File: src/rtl/sequence_player_if.sv
// Bundle of playback control and sequence-memory read signals for sequence_player.
interface sequence_player_if;
   logic       play;
   logic [1:0] speed;
   logic [4:0] seq_len;
   logic [1:0] rd_data;
   logic [3:0] rd_addr;
   logic       rd_en;
   logic [3:0] led;
   logic       busy;
   logic       done;

   // Controller and memory side: issues requests, returns memory data.
   modport master (
      output play, speed, seq_len, rd_data,
      input  rd_addr, rd_en, led, busy, done
   );

   // Player side.
   modport slave (
      input  play, speed, seq_len, rd_data,
      output rd_addr, rd_en, led, busy, done
   );
endinterface

File: src/rtl/sequence_player.sv
// LED playback of the stored colour sequence: fetch item, show it for a
// speed-dependent on-time, blank for half that time, repeat, then pulse done.
module sequence_player #(
   parameter int unsigned TICK_DIV = 50000,
   parameter int unsigned ON_SLOW  = 800,
   parameter int unsigned ON_MED   = 500,
   parameter int unsigned ON_FAST  = 300,
   parameter int unsigned ON_TURBO = 150,
   parameter int unsigned MAX_LEN  = 16
) (
   input  logic             clk,
   input  logic             rst,
   sequence_player_if.slave bus
);

   localparam int unsigned PW = (TICK_DIV > 1) ? $clog2(TICK_DIV) : 1;
   localparam int unsigned TW = $clog2(ON_SLOW + 1);

   localparam logic [PW-1:0] PRE_LAST  = PW'(TICK_DIV - 1);
   localparam logic [4:0]    LEN_LIMIT = 5'(MAX_LEN);

   typedef enum logic [2:0] {
      S_IDLE, S_FETCH, S_LATCH, S_ON, S_OFF, S_FINISH
   } state_t;

   state_t        state_q, state_d;
   logic [3:0]    idx_q,   idx_d;
   logic [4:0]    len_q,   len_d;
   logic [1:0]    spd_q,   spd_d;
   logic [1:0]    item_q,  item_d;
   logic [PW-1:0] pre_q,   pre_d;
   logic [TW-1:0] tick_q,  tick_d;

   logic [4:0]    len_clamped;
   logic [TW-1:0] on_t;
   logic [TW-1:0] off_t;
   logic          pre_last;
   logic          on_last;
   logic          off_last;
   logic          item_last;

   // Speed-dependent durations, length clamp and expiry flags.
   always_comb begin
      unique case (spd_q)
         2'd0:    on_t = TW'(ON_SLOW);
         2'd1:    on_t = TW'(ON_MED);
         2'd2:    on_t = TW'(ON_FAST);
         default: on_t = TW'(ON_TURBO);
      endcase
      off_t       = on_t >> 1;
      len_clamped = (bus.seq_len > LEN_LIMIT) ? LEN_LIMIT : bus.seq_len;
      pre_last    = (pre_q == PRE_LAST);
      on_last     = (tick_q == on_t - TW'(1));
      // A zero off-time still needs a terminating condition
      off_last    = (off_t == '0) || (tick_q == off_t - TW'(1));
      item_last   = ({1'b0, idx_q} == len_q - 5'd1);
   end

   // State and datapath registers.
   always_ff @(posedge clk or negedge rst) begin
      if (!rst) begin
         state_q <= S_IDLE;
         idx_q   <= '0;
         len_q   <= '0;
         spd_q   <= '0;
         item_q  <= '0;
         pre_q   <= '0;
         tick_q  <= '0;
      end else begin
         state_q <= state_d;
         idx_q   <= idx_d;
         len_q   <= len_d;
         spd_q   <= spd_d;
         item_q  <= item_d;
         pre_q   <= pre_d;
         tick_q  <= tick_d;
      end
   end

   // Next-state and datapath update.
   always_comb begin
      state_d = state_q;
      idx_d   = idx_q;
      len_d   = len_q;
      spd_d   = spd_q;
      item_d  = item_q;
      pre_d   = pre_q;
      tick_d  = tick_q;

      unique case (state_q)
         S_IDLE: begin
            if (bus.play) begin
               if (len_clamped != '0) begin
                  spd_d   = bus.speed;
                  len_d   = len_clamped;
                  idx_d   = '0;
                  state_d = S_FETCH;
               end else begin
                  state_d = S_FINISH;
               end
            end
         end
         S_FETCH: state_d = S_LATCH;
         S_LATCH: begin
            item_d  = bus.rd_data;
            pre_d   = '0;
            tick_d  = '0;
            state_d = S_ON;
         end
         S_ON: begin
            if (pre_last) begin
               pre_d = '0;
               if (on_last) begin
                  tick_d  = '0;
                  state_d = S_OFF;
               end else begin
                  tick_d = tick_q + TW'(1);
               end
            end else begin
               pre_d = pre_q + PW'(1);
            end
         end
         S_OFF: begin
            if (pre_last) begin
               pre_d = '0;
               if (off_last) begin
                  tick_d = '0;
                  if (item_last) begin
                     state_d = S_FINISH;
                  end else begin
                     idx_d   = idx_q + 4'd1;
                     state_d = S_FETCH;
                  end
               end else begin
                  tick_d = tick_q + TW'(1);
               end
            end else begin
               pre_d = pre_q + PW'(1);
            end
         end
         S_FINISH: state_d = S_IDLE;
         default:  state_d = S_IDLE;
      endcase
   end

   // Moore outputs decoded from registered state.
   always_comb begin
      bus.led     = (state_q == S_ON) ? (4'd1 << item_q) : '0;
      bus.rd_en   = (state_q == S_FETCH);
      bus.rd_addr = idx_q;
      bus.busy    = (state_q != S_IDLE);
      bus.done    = (state_q == S_FINISH);
   end

endmodule

File: src/flat_wrapper.sv
// flat-port wrapper written by rule: the top's interface ports become plain ports
module sequence_player_flat 
#(
   parameter int unsigned TICK_DIV = 50000,
   parameter int unsigned ON_SLOW  = 800,
   parameter int unsigned ON_MED   = 500,
   parameter int unsigned ON_FAST  = 300,
   parameter int unsigned ON_TURBO = 150,
   parameter int unsigned MAX_LEN  = 16
)
  (clk, rst, bus_play, bus_speed, bus_seq_len, bus_rd_data, bus_rd_addr, bus_rd_en, bus_led, bus_busy, bus_done);
  sequence_player_if bus_i ();
  input  logic clk;
  input  logic rst;
  input wire logic [$bits(bus_i.play)-1:0] bus_play;
  input wire logic [$bits(bus_i.speed)-1:0] bus_speed;
  input wire logic [$bits(bus_i.seq_len)-1:0] bus_seq_len;
  input wire logic [$bits(bus_i.rd_data)-1:0] bus_rd_data;
  output wire logic [$bits(bus_i.rd_addr)-1:0] bus_rd_addr;
  output wire logic [$bits(bus_i.rd_en)-1:0] bus_rd_en;
  output wire logic [$bits(bus_i.led)-1:0] bus_led;
  output wire logic [$bits(bus_i.busy)-1:0] bus_busy;
  output wire logic [$bits(bus_i.done)-1:0] bus_done;
  assign bus_i.play = bus_play;
  assign bus_i.speed = bus_speed;
  assign bus_i.seq_len = bus_seq_len;
  assign bus_i.rd_data = bus_rd_data;
  assign bus_rd_addr = bus_i.rd_addr;
  assign bus_rd_en = bus_i.rd_en;
  assign bus_led = bus_i.led;
  assign bus_busy = bus_i.busy;
  assign bus_done = bus_i.done;
  sequence_player #(.TICK_DIV(TICK_DIV), .ON_SLOW(ON_SLOW), .ON_MED(ON_MED), .ON_FAST(ON_FAST), .ON_TURBO(ON_TURBO), .MAX_LEN(MAX_LEN)) u_core (.clk(clk), .rst(rst), .bus(bus_i));
endmodule
File: config.mk
export PLATFORM = sky130hd
export DESIGN_NAME = sequence_player_flat
export DESIGN_NICKNAME = d
export VERILOG_FILES = /design/src/rtl/sequence_player_if.sv /design/src/rtl/sequence_player.sv /design/src/flat_wrapper.sv
export SDC_FILE = /design/constraint.sdc
export NUM_CORES = 1
export LEC_CHECK = 0
export ABC_CLOCK_PERIOD_IN_PS = 2600
export CORE_MARGIN = 10
export CORE_UTILIZATION = 50
export CTS_CLUSTER_DIAMETER = 50
export DETAILED_ROUTE_END_ITERATION = 10
export HOLD_SLACK_MARGIN = 0.12
export PLACE_DENSITY_LB_ADDON = 0.1
export RECOVER_POWER = 100
export SLEW_MARGIN = 25
export SYNTH_ARGS = -nofsm -noshare
export SYNTH_HDL_FRONTEND = slang
export SYNTH_SLANG_ARGS = --single-unit
File: constraint.sdc
create_clock -name clk -period 2.6 [get_ports clk]
set_input_delay 0.52 -clock clk [delete_from_list [all_inputs] [get_ports clk]]
set_output_delay 0.52 -clock clk [all_outputs]
set_load 0.005 [all_outputs]
==> metrics <==
status=finished, final reports clean; CP required=about 2.1 ns; Crit Path Category=reg -> out; mean post-synth cell area=around 9.2 sq um; Hold WC Path Type=reg -> reg; CTS sink count=42; Clock Tree Buf Depth=2; gr usage total=roughly 14%; number of global-route vias before repair=about 2200; EDFF count, synth=0; H-tree levels=2; Starting Density=between 50 and 60%; DP HPWL=approximately 4.2 mm; global route overflow=0; pwr dens=between 800 and 900 nW/um^2; Post-Place Cell Area=around 3000 sq um; number of antenna violations at the first check in global routing=0; clock skew=about 0.0063 ns; vias=2128; Routability Congestion=approximately 0.79; CTS tree=yes; met3 usage=3.39%; # setup viols final=0; Hold Fails Final Rpt=0; CTS root buf=clkbuf_8; fin crit period=~2.4 ns; Post-Syn Nets=between 300 and 400; Seq/Total Area, Yosys=39.8%; fin. max-slew vios=0; RSZ-0062 raised after global routing=false; type of origin of the critical path=register; number of CTS-inserted buffers=5; Worst-path clk slew=approximately 0.080 ns; gr busiest metal=met2; fin worst setup slack=around 0.19 ns; Worst EP arrival=about 1.9 ns; Most used DFF post-synth=dfrtp_1; Setup TNS Final=0 ns; dpl ws=between 0.07 and 0.08 ns; Post-Synthesis Cells=~290; row cnt=26; slew at the pin closest to its max-slew limit=around 0.84 ns; Area growth syn-to-layout=16.4%; critical path capture point type=primary output; Seq cells post-synth=42; global-route wire length before repair=slightly above 10 mm; Peak VDD IR=between 0.4 and 0.5 mV; GR Util met1=roughly 18%; worst-path maximum fanout=8; die area=between 8000 and 9000 sq um; Distinct cells, synth=60; Min Hold Slack=0.516 ns; Avg Vias per Cell=approximately 5.4; drt first-iter violations=roughly 110; Max-Slew Margin vs Limit=between 40% and 50%; core area=slightly above 5000 sq um; remaining antenna violation count=0; final WL=approximately 5.7 mm; maxcap violations=0; largest net degree at the start of global routing=17; Tcrit/Tclk final=between 90% and 100%; f_max=415 MHz; post-DR wirelength/cell=14.4 microns; I/O Pins=23; Worst-Skew Late Latency=approximately 0.29 ns; diode count=0; layout cells sized above 1=~11%; IO Port Bufs=22; met2 Use GR=roughly a quarter; final routed DRC violation total=0; Synth async-reset ratio=100%; Final Util=60.2%; Die X=a little over 90 microns; Syn. warnings=0; Syn Std Cell Area=about 2600 sq um; fin nets=~340; Pleak=1.36 nW; Die H=92.7 microns; Final Instance Area=around 3000 sq um; Pre-antenna DRT Iters=4
## per-layer routing
metal / part of all wire, % / up-vias
li1: - / 1104
met4: 0.99 / 0
met5: 0 / -
met1: 49 / 999
met3: 2.4 / 6
met2: 48 / 19
## per-stage QoR
| step | instances | power, W |
|---|---|---|
| after detailed placement | 383 | 0.00222 |
| after floorplan | 287 | 0.00183 |
| after global routing | 393 | 0.00290 |
| final | 393 | 0.00267 |
| after CTS | 392 | 0.00274 |
| after global placement | 383 | 0.00219 |
## worst max-delay path, cell delays in order (launching register included)
cell	delay [ns]
dfrtp_1	0.42
and3b_1	0.39
nor3b_1	0.20
dlygate4sd3_1	0.59
## worst paths after layout
| path | cells after the start | start | to | slack (ns) |
|---|---|---|---|---|
| worst min register to register | 1 | u_core.pre_q[3] | u_core.pre_q[3] | 0.52 |
| worst max register to register | 8 | u_core.spd_q[0] | u_core.bus.rd_addr[1] | 0.21 |
| max in group asynchronous | 3 | rst | u_core.pre_q[4] | 0.60 |
| worst max-delay path | 3 | u_core.state_q[2] | bus_led[0] | 0.19 |
| min in group asynchronous | 2 | rst | u_core.tick_q[5] | 0.79 |
| worst min-delay path | 1 | u_core.pre_q[3] | u_core.pre_q[3] | 0.52 |
## layout make-up
class | instances | area (sq um)
clock inverter | 2 | 37.5
multi-input combinational | 227 | 1490
inverter | 7 | 26.3
fill | 480 | 2030
sequential | 42 | 1050
clock buffer | 6 | 72.6
tap | 70 | 87.6
timing repair buffer | 39 | 315
## sequential cells by signal (all words and copies together) (netlist names)
name,count
u_core.bus.rd_addr,4
u_core.item_q,2
u_core.len_q,5
u_core.pre_q,16
u_core.spd_q,2
u_core.state_q,3
u_core.tick_q,10
## cell usage in the layout (no fill, tap or decap), types with 2 or more instances in the layout
cell / count
dfrtp_1: 41
o21ai_0: 32
nor2_1: 30
nand2_1: 26
xnor2_1: 13
and3_1: 12
dlygate4sd3_1: 12
clkdlybuf4s50_1: 10
clkbuf_1: 9
xor2_1: 8
nand4_1: 8
nor3_1: 8
ha_1: 8
inv_1: 7
mux2_2: 7
buf_4: 7
nand2b_1: 6
nand3_1: 6
clkbuf_8: 5
and3b_1: 4
nor3b_1: 4
a21oi_1: 4
nand3b_1: 3
a31oi_1: 3
and4_1: 3
or4_1: 2
nand4b_1: 2
or3b_2: 2
o22ai_1: 2
o31ai_1: 2
a32o_1: 2
nor3_2: 2
## logic make-up (layout without fill, tap and decap cells)
family,Yosys count,in the layout,share of synthesized area [%]
flops,42,42,39.8
buf+inv,18,54,3.88
compound gates,60,60,14.2
xor+xnor,21,21,6.96
fa+ha+maj,8,8,3.79
mux,9,9,3.79
simple gates,129,129,27.6
## cell usage after synthesis, drive strengths merged (2+ instances only)
master   n  area (sq um)
nor3    10          60.1
inv      7          26.3
o22ai    2          12.5
mux2     8          90.1
buf      6          56.3
and4     4          36.3
a211oi   2          20.0
nor3b    4          30.0
o31ai    2          15.0
a21o     2          16.3
nor4     2          27.5
nand2b   6          37.5
a21oi    4          20.0
ha       8           100
nand3b   3          22.5
xor2     8          70.1
a32o     2          20.0
nor2    31           119
nand4b   2          17.5
nand3    6          30.0
dfrtp   42          1050
xnor2   13           114
or3b     3          26.3
a31oi    3          18.8
o21ai   34           174
and3    13          82.6
and3b    4          35.0
nand4    8          50.1
or4      2          18.8
nand2   26          97.6
clkbuf   5          20.0
## power by group
group          leakage, nW  switching (W)  internal, W
clock network       0.0514       0.000235     0.000287
logic                0.746       0.000651     0.000549
registers            0.561       0.000169     0.000784
total                 1.36        0.00105      0.00162
## timing repair
item                                    4_1_cts  5_1_grt
hold endpoints to repair                     12        0
resized for setup                             0        1
buffers inserted                              0        1
endpoints found under the setup margin        0        2
hold buffers                                  1        0
Note: power is estimated with default switching activity, not from simulation.
